### src/rtl/apb_bus_master.sv
// Two-requester APB master: round-robin arbitration, SETUP/ACCESS sequencing,
// address decode to NUM_SLV slaves, decode-error and PREADY-timeout reporting.
module apb_bus_master #(
    parameter int          NUM_SLV = 4,
    parameter logic [15:0] BASE_HI = 16'h1000,
    parameter int          TIMEOUT = 16
) (
    input  logic                    PCLK,
    input  logic                    PRESET,
    input  logic                    req0_valid,
    input  logic                    req0_write,
    input  logic [31:0]             req0_addr,
    input  logic [31:0]             req0_wdata,
    output logic                    req0_done,
    output logic                    req0_err,
    output logic [31:0]             req0_rdata,
    input  logic                    req1_valid,
    input  logic                    req1_write,
    input  logic [31:0]             req1_addr,
    input  logic [31:0]             req1_wdata,
    output logic                    req1_done,
    output logic                    req1_err,
    output logic [31:0]             req1_rdata,
    output logic [31:0]             PADDR,
    output logic [31:0]             PWDATA,
    output logic                    PWRITE,
    output logic                    PENABLE,
    output logic [NUM_SLV-1:0]      PSEL,
    input  logic [32*NUM_SLV-1:0]   PRDATA,
    input  logic [NUM_SLV-1:0]      PREADY
);

    localparam int IDX_W = (NUM_SLV > 1) ? $clog2(NUM_SLV) : 1;
    localparam int CNT_W = $clog2(TIMEOUT + 1);

    typedef enum logic [1:0] {
        IDLE   = 2'd0,
        SETUP  = 2'd1,
        ACCESS = 2'd2,
        DONE   = 2'd3
    } state_t;

    state_t            state, state_nxt;
    logic              last_grant, last_grant_nxt;
    logic              grant, grant_nxt;
    logic              dec_err, dec_err_nxt;
    logic [CNT_W-1:0]  cnt, cnt_nxt;
    logic [31:0]       paddr_nxt, pwdata_nxt;
    logic              pwrite_nxt, penable_nxt;
    logic [NUM_SLV-1:0] psel_nxt;
    logic              done0_nxt, done1_nxt, err0_nxt, err1_nxt;
    logic [31:0]       rdata0_nxt, rdata1_nxt;
    logic              pick;
    logic [31:0]       pick_addr;
    logic [IDX_W-1:0]  idx, idx_nxt;
    logic [IDX_W+4:0]  rd_lsb;
    logic              res_err;
    logic [31:0]       res_rdata;

    function automatic logic [NUM_SLV-1:0] onehot(input logic [IDX_W-1:0] i);
        onehot    = '0;
        onehot[i] = 1'b1;
    endfunction

    // On a tie the requester that did not win last time is chosen.
    assign pick      = (req0_valid && req1_valid) ? ~last_grant : req1_valid;
    assign pick_addr = pick ? req1_addr : req0_addr;
    assign idx       = PADDR[12 +: IDX_W];
    assign rd_lsb    = {idx, 5'd0};

    // Next-state, latched-request and registered-output computation.
    always_comb begin
        state_nxt      = state;
        last_grant_nxt = last_grant;
        grant_nxt      = grant;
        dec_err_nxt    = dec_err;
        cnt_nxt        = cnt;
        paddr_nxt      = PADDR;
        pwdata_nxt     = PWDATA;
        pwrite_nxt     = PWRITE;
        res_err        = 1'b0;
        res_rdata      = 32'd0;
        case (state)
            IDLE: begin
                cnt_nxt = '0;
                if (req0_valid || req1_valid) begin
                    grant_nxt      = pick;
                    last_grant_nxt = pick;
                    dec_err_nxt    = (pick_addr[31:16] != BASE_HI);
                    state_nxt      = SETUP;
                    // Bus-facing address/data only move for decodable requests.
                    if (pick_addr[31:16] == BASE_HI) begin
                        paddr_nxt  = pick_addr;
                        pwdata_nxt = pick ? req1_wdata : req0_wdata;
                        pwrite_nxt = pick ? req1_write : req0_write;
                    end else begin
                        paddr_nxt  = PADDR;
                        pwdata_nxt = PWDATA;
                        pwrite_nxt = PWRITE;
                    end
                end else begin
                    state_nxt = IDLE;
                end
            end
            SETUP: begin
                if (dec_err) begin
                    state_nxt = DONE;
                    res_err   = 1'b1;
                end else begin
                    state_nxt = ACCESS;
                end
            end
            ACCESS: begin
                if (PREADY[idx]) begin
                    state_nxt = DONE;
                    res_rdata = PWRITE ? 32'd0 : PRDATA[rd_lsb +: 32];
                end else if (cnt == CNT_W'(TIMEOUT - 1)) begin
                    state_nxt = DONE;
                    res_err   = 1'b1;
                end else begin
                    cnt_nxt = cnt + CNT_W'(1);
                end
            end
            DONE: begin
                state_nxt = IDLE;
            end
            default: begin
                state_nxt = IDLE;
            end
        endcase

        idx_nxt = paddr_nxt[12 +: IDX_W];
        if (((state_nxt == SETUP) || (state_nxt == ACCESS)) && !dec_err_nxt) begin
            psel_nxt = onehot(idx_nxt);
        end else begin
            psel_nxt = '0;
        end
        penable_nxt = (state_nxt == ACCESS);
        done0_nxt   = (state_nxt == DONE) && !grant_nxt;
        done1_nxt   = (state_nxt == DONE) && grant_nxt;
        err0_nxt    = done0_nxt && res_err;
        err1_nxt    = done1_nxt && res_err;
        rdata0_nxt  = done0_nxt ? res_rdata : 32'd0;
        rdata1_nxt  = done1_nxt ? res_rdata : 32'd0;
    end

    // State, request latches and all outputs; reset abandons any transfer.
    always_ff @(posedge PCLK) begin
        if (PRESET) begin
            state      <= IDLE;
            last_grant <= 1'b1;
            grant      <= 1'b0;
            dec_err    <= 1'b0;
            cnt        <= '0;
            PADDR      <= 32'd0;
            PWDATA     <= 32'd0;
            PWRITE     <= 1'b0;
            PENABLE    <= 1'b0;
            PSEL       <= '0;
            req0_done  <= 1'b0;
            req0_err   <= 1'b0;
            req0_rdata <= 32'd0;
            req1_done  <= 1'b0;
            req1_err   <= 1'b0;
            req1_rdata <= 32'd0;
        end else begin
            state      <= state_nxt;
            last_grant <= last_grant_nxt;
            grant      <= grant_nxt;
            dec_err    <= dec_err_nxt;
            cnt        <= cnt_nxt;
            PADDR      <= paddr_nxt;
            PWDATA     <= pwdata_nxt;
            PWRITE     <= pwrite_nxt;
            PENABLE    <= penable_nxt;
            PSEL       <= psel_nxt;
            req0_done  <= done0_nxt;
            req0_err   <= err0_nxt;
            req0_rdata <= rdata0_nxt;
            req1_done  <= done1_nxt;
            req1_err   <= err1_nxt;
            req1_rdata <= rdata1_nxt;
        end
    end

endmodule
### config.mk
export PLATFORM = sky130hd
export DESIGN_NAME = apb_bus_master
export DESIGN_NICKNAME = d
export VERILOG_FILES = /design/src/rtl/apb_bus_master.sv
export SDC_FILE = /design/constraint.sdc
export NUM_CORES = 1
export LEC_CHECK = 0
export CAP_MARGIN = 30
export CORE_AREA = 2 2 155 157
export CTS_CLUSTER_SIZE = 40
export DETAILED_ROUTE_END_ITERATION = 10
export DIE_AREA = 0 0 157 159
export PLACE_DENSITY = 0.7
export SLEW_MARGIN = 10
export SYNTH_ARGS = -nofsm -noshare
export SYNTH_HDL_FRONTEND = slang
export SYNTH_SLANG_ARGS = --single-unit
### constraint.sdc
create_clock -name PCLK -period 2.8 [get_ports PCLK]
set_input_delay 0.56 -clock PCLK [delete_from_list [all_inputs] [get_ports PCLK]]
set_output_delay 0.56 -clock PCLK [all_outputs]
set_load 0.02 [all_outputs]
* Word-level counts from Yosys, hierarchy flattened
Cells that the tools add are included.
** Storage, ports and cells
- Bits in registers :: 148
- Input port bits :: 266
- Output and inout bits :: 138
** Operators by class
- Add/sub/neg operators :: 1
- $lt $le $gt $ge :: 3
- Eq/ne operators :: 11
- Shift operators :: 1
- Mux-type cells :: 30
- Bitwise operators :: 4
- Reductions and logical operators :: 19
** Operators by type and width (number)
- 32-bit two-way mux :: 5
- 128-bit by 8-bit indexed part select with 32-bit output :: 1
- 14-bit two-way mux :: 3
- 16-bit by 13-bit == test with 1-bit output, second input constant :: 1
- 16-bit by 13-bit inequality test with 1-bit output, second input constant :: 1
- 1-bit two-way mux :: 13
- 5-bit two-way mux :: 2
- 5-bit case mux with 2 select lines :: 1
- 2-bit == test, second input constant :: 4
- 2-bit case mux with 4 select lines :: 1
- 1-bit logical AND :: 7
- 2-bit by 3-bit less-than comparator with 1-bit output, second input constant :: 2
- 3-bit AND reduction :: 2
- 2-bit OR reduction :: 3
- 5-bit by 1-bit adder with 5-bit output, second input constant :: 1
- 5-bit by 4-bit == test with 1-bit output, second input constant :: 1
- 2-bit by 1-bit == test with 1-bit output, second input constant :: 2
- 2-bit two-way mux :: 2
- 2-bit inequality test, second input constant :: 2
- 1-bit NOT :: 4
- 1-bit binary-select mux with 2-bit select :: 1
- 1-bit demux with 2-bit select :: 1
- 2-bit by 1-bit greater-or-equal comparator with 1-bit output, second input constant :: 1
- 1-bit logical NOT :: 2
- 5 further kinds :: 6

* Logic depth before layout (Yosys ltp)
- Depth after elaboration :: 11
- Mapped depth :: 13
- Mapped depth without buffers :: 12

* Worst setup path before layout
OpenSTA, ideal clock, no wires.
- Path type :: register -> register
- From :: reg PADDR[13]
- To :: reg req0_rdata[21]
- Arrival :: 2.427 ns
- Data required time :: 2.672 ns
- Path slack :: 0.244 ns
- Stages on the path, launching flop included :: 12
- Path buffers :: 2
- Clock period less this slack :: 2.556 ns
- Cells stage by stage :: dfxtp_1 -> clkbuf_1 -> mux4_2 -> o31ai_1 -> a22o_1 -> inv_1 -> ha_1 -> nand2b_1 -> nor3_1 -> nand3_1 -> clkbuf_1 -> nor2b_1
** On the way
- Word-level cells in the longest chain between the ends :: 8
- Elaborated cells on any way between the ends :: 12
** Ends and longest elaborated chain
- from (decl) :: line 24 : output logic [31:0] PADDR,
- from (signal assigned) :: line 172 : PADDR <= paddr_nxt;
- 1-bit binary-select mux with 2-bit select :: line 114 : if (PREADY[idx]) begin
- 1-bit two-way mux (not written as such) :: line 114
- 2-bit two-way mux :: line 114
- 2-bit case mux with 4 select lines :: line 83 : case (state)
- via state_nxt[0] :: line 43 : state_t state, state_nxt;
- 2-bit == test :: line 139 : done0_nxt = (state_nxt == DONE) && !grant_nxt;
- 1-bit logical AND :: line 139
- 1-bit NOT (no source line)
- 2-bit OR reduction (no source line)
- to (signal assigned) :: line 179 : req0_rdata <= rdata0_nxt;
- to (decl) :: line 16 : output logic [31:0] req0_rdata,
The timed path passes the listed nets, and every way through them passes these cells. The select of a mux whose other input is x is not followed.
A chain may end at the register's enable or synchronous reset.

* Final worst setup path
- From :: in PREADY[0]
- To :: reg PSEL[1]
** On the way
- Word-level cells in the longest chain between the ends :: 9
- Elaborated cells on any way between the ends :: 10
** Ends and longest elaborated chain
- from (decl) :: line 30 : input logic [NUM_SLV-1:0] PREADY
- 1-bit binary-select mux with 2-bit select * :: line 114
- 1-bit two-way mux (not written as such) * :: line 114
- 2-bit two-way mux * :: line 114
- 2-bit case mux with 4 select lines * :: line 83
- 2-bit by 1-bit == test with 1-bit output / 2-bit == test (equally long branches) :: line 133 : if (((state_nxt == SETUP) || (state_nxt == ACCESS)) && !dec_err_nxt) begin
- 1-bit logical OR * :: line 133
- 1-bit logical AND * :: line 133
- 1-bit NOT (no source line) *
- 2-bit OR reduction (no source line) *
- to (signal assigned) :: line 176 : PSEL <= psel_nxt;
- to (decl) :: line 28 : output logic [NUM_SLV-1:0] PSEL,
Every way passes the cells marked *; elsewhere a longest branch is shown, timed or not. The select of a mux whose other input is x is not followed.

==> impl_results.md <==
- Power density cells: 491.1 nW/µm²
- Largest area contributor in the netlist: dfxtp_1
- Post-route ant nets: 0
- RePlAce Congestion: 0.7980
- Largest net degree at the start of global routing: 47
- Reg2reg path depth: 11
- Worst hold path class: reg2reg
- Simple-gate portion of the synthesized area: between 10% and 20%
- Leakage: between 4 and 5 nW
- Area grow syn2layout: 83.38%
- Startpoint types: input port
- RSZ-0062 raised after global routing: no
- Total congestion overflow: 0
- Worst-path clk slew: ~0.060 ns
- Post-DP Area: roughly 11000 µm²
- Fin nets: around 1.2k
- Share of layout cells above drive strength 1: between 10% and 20%
- Crit path kind: in2reg
- DR vias: between 5k and 6k
- WHS: around 0.46 ns
- Die area: roughly 25000 µm²
- Root buf cell: clkbuf_16
- Ys async rst share: 0%
- Hold Path Cell Cnt: 1
- R2R Path End: PSEL[1]$_SDFF_PP0_
- Final min period: approximately 2.6 ns
- Slew margin rel.: 63.25%
- Largest family of logic cells by synthesized area: multiplexers
- Die height: approximately 160 µm
- Max rail drop VDD: between 0.3 and 0.4 mV
- Starting Density: 26.65%
- FMAX: between 300 and 400 MHz
- Top post-synthesis cells by area: dfxtp_1 48%, mux4_2 12%, mux2i_1 8.1%, a211oi_1 5.8%, and2_1 4.7%
- Gr usage total: 18.15%
- Post-Synth XOR/XNOR Area: less than 1%
- DRT Wirelength: ~23000 µm
- I/O pin total: about 400
- Initial antenna violation count: 0
- Post-synth EDFFs: 0
- Hold Path Sink: PADDR[19]$_SDFFE_PP0P_
- Syn nets: 831
- Mux cell area share after synthesis: approximately a fifth
- Predominant post-synthesis flop cell: dfxtp_1
- First-pass GRT wire length: between 30000 and 40000 µm
- #FFs+latches synth: 148
- Clk Latency, worst-skew pair: around 0.42 ns
- Hold Path Origin: PADDR[19]$_SDFFE_PP0P_
- Detail Placement HPWL: 17940 µm
- Router iterations before antenna repair: 6
- Die outline width: between 150 and 200 µm
- 1st-iter DRT viols: about 170
- Vias in the first global route: ~6k
- Clk_skew: between 0.006 and 0.007 ns
- Vias/cell: about 4.6
- Final instance area: around 11000 µm²
- Final Max Slew Viols: 0
- Hold Fails Final Rpt: 0
- Clock Path Buffers: 2
- Rows: 56
- Top-area cell type share of the netlist area: between 40 and 50%
- Port bufs: 403
- Status: finished clean
- # fillers: 2175
- CP max FO: 3
- WL per Instance: about 18 µm
- Core Region: about 23000 µm²
- Final setup fails: 0
- Distinct cells, synth: 41
- Final period util: a little over nine tenths
- Sequential area share after synthesis: between 40% and 50%
- Post-CTS Hold Fix Bufs: 0
- Adder-cell share of the synthesized area: 1.417%
- CTS Buf Count: 17
- Worst r2r src: cnt[0]$_SDFFE_PP0P_
- Gate Count Post-Synth: about 560
- Slew @ Worst Pin: 0.5512 ns
- Post-synthesis compound-gate area fraction: a little over an eighth
- Capturing element type of the critical path: register
- Max H-tree Level: 4
- CTS tree: done
- Max Cap Viol: 0
- Setup slack, reg-to-reg: about 0.32 ns
- Ant. Diodes: 0
- Clk sinks: between 100 and 150
- Critical path arrival: 2.97 ns
- Crit path required time: ~3.1 ns
- Yosys warns: 0
- Mapped cell area: 6180 µm²
- DRC: 0
- Syn Area/Cell: around 11 µm²
-- sequential cells by signal (all words and copies together), names as in the netlist --
register	count
state	2
PENABLE	1
req0_rdata	32
grant	1
req0_err	1
req0_done	1
req1_err	1
req1_rdata	32
PSEL	4
cnt	5
PWDATA	32
PWRITE	1
PADDR	32
last_grant	1
req1_done	1
dec_err	1
-- how the worst max path moves through the flow --
| stage | end | cells after the start | start | slack, ns |
|---|---|---|---|---|
| 6_report | PSEL[1]$_SDFF_PP0_ | 10 | PREADY[0] | 0.17 |
| 5_1_grt | PSEL[1]$_SDFF_PP0_ | 10 | PREADY[0] | 0.05 |
| 4_1_cts | PADDR[12] | 2 | PADDR[12]$_SDFF_PP0_ | 0.08 |
| 3_5_place_dp | PSEL[1]$_SDFF_PP0_ | 10 | PREADY[0] | -0.27 |
| 3_3_place_gp | PSEL[1]$_SDFF_PP0_ | 10 | PREADY[0] | -0.19 |
| 2_1_floorplan | req0_rdata[21]$_SDFF_PP0_ | 11 | PADDR[13]$_SDFF_PP0_ | 0.24 |
-- kinds of logic after synthesis --
family | count (synthesis)
AOI/OAI and AO/OA | 123
adders and majority gates | 7
muxes | 83
xor gates and xnor gates | 2
DFF | 148
buffers and inverters | 53
and+or+nand+nor | 142
-- synthesized netlist by cell type, drive strengths merged (7+ instances only) --
cell and n:
inv 8, a21oi 54, clkbuf 22, a211oi 49, dfxtp 148, nor2 16
ha 7, mux4 33, buf 23, mux2i 50, and2 46, nand2 12
nor2b 36, nor3 9
-- final cells by class --
class | count | area, µm² | share of cell area [%]
clock buffer | 17 | 425.4 | 3.754
clock inverter | 14 | 168.9 | 1.491
inverter | 8 | 30.03 | 0.2650
multi-input combinational | 357 | 3000 | 26.48
sequential | 148 | 2965 | 26.17
tap | 319 | 399.1 | 3.522
timing repair buffer | 431 | 4343 | 38.32
-- power by group --
| group | switching [mW] | internal (mW) | leakage, nW |
|---|---|---|---|
| Combinational | 0.420 | 0.646 | 2.66 |
| Sequential | 0.0284 | 2.16 | 1.19 |
| Clock | 0.975 | 1.34 | 0.283 |
| Total | 1.42 | 4.14 | 4.14 |
-- layout by cell type (no fill, tap or decap), types with 2 or more instances in the layout --
cell type / count
inv_6: 4
clkinv_4: 2
inv_1: 8
nor2_1: 15
nand3_1: 4
a22oi_1: 2
mux4_2: 33
ha_1: 7
inv_8: 3
buf_12: 8
or4_1: 2
o22ai_1: 3
xor2_1: 2
nor4b_1: 2
nand2_1: 12
nor4_1: 2
and3_1: 3
mux2i_1: 50
nand2b_1: 2
clkdlybuf4s50_1: 402
dfxtp_2: 2
a211oi_1: 48
nor3b_1: 5
dfxtp_1: 146
buf_4: 19
clkbuf_16: 17
clkinvlp_4: 3
bufinv_16: 2
o21ai_0: 5
nor3_1: 9
and2_1: 46
a21oi_1: 53
nor2b_1: 36
-- routing by layer --
| metal | GRT usage, % | part of all wire (%) | up-vias |
|---|---|---|---|
| li1 | - | - | 2843 |
| met1 | 19.72 | 38 | 2751 |
| met2 | 32.74 | 50 | 284 |
| met3 | 6.042 | 9.0 | 31 |
| met4 | 6.130 | 2.2 | 0 |
| met5 | 0 | 0 | - |
-- critical path, stage by stage --
cell and delay [ns]:
clkdlybuf4s50_1 0.46, mux4_2 0.52, o31ai_1 0.24, a22o_1 0.20, buf_4 0.11, ha_1 0.24, nor4_2 0.24, buf_4 0.16
nand2b_1 0.07, o22ai_1 0.15
-- metrics by stage --
stage          power, mW  utilization [%]  setup WS, ns  instances  setup TNS, ns
6_report           5.566            48.86        0.1689       1294              0
3_3_place_gp       3.285            46.26       -0.1917       1263         -7.648
2_1_floorplan      2.658                -        0.2445        558              0
3_5_place_dp       3.293            46.26       -0.2670       1263         -11.00
4_1_cts            5.641            48.82       0.07842       1294              0
5_1_grt            5.842            48.86       0.04976       1294              0
-- timing repair --
item                       in CTS  in global routing
gates resized for setup         0                  2
setup endpoints to repair       0                  2
buffers inserted                0                  0
Note: power is estimated with default switching activity, not from simulation.
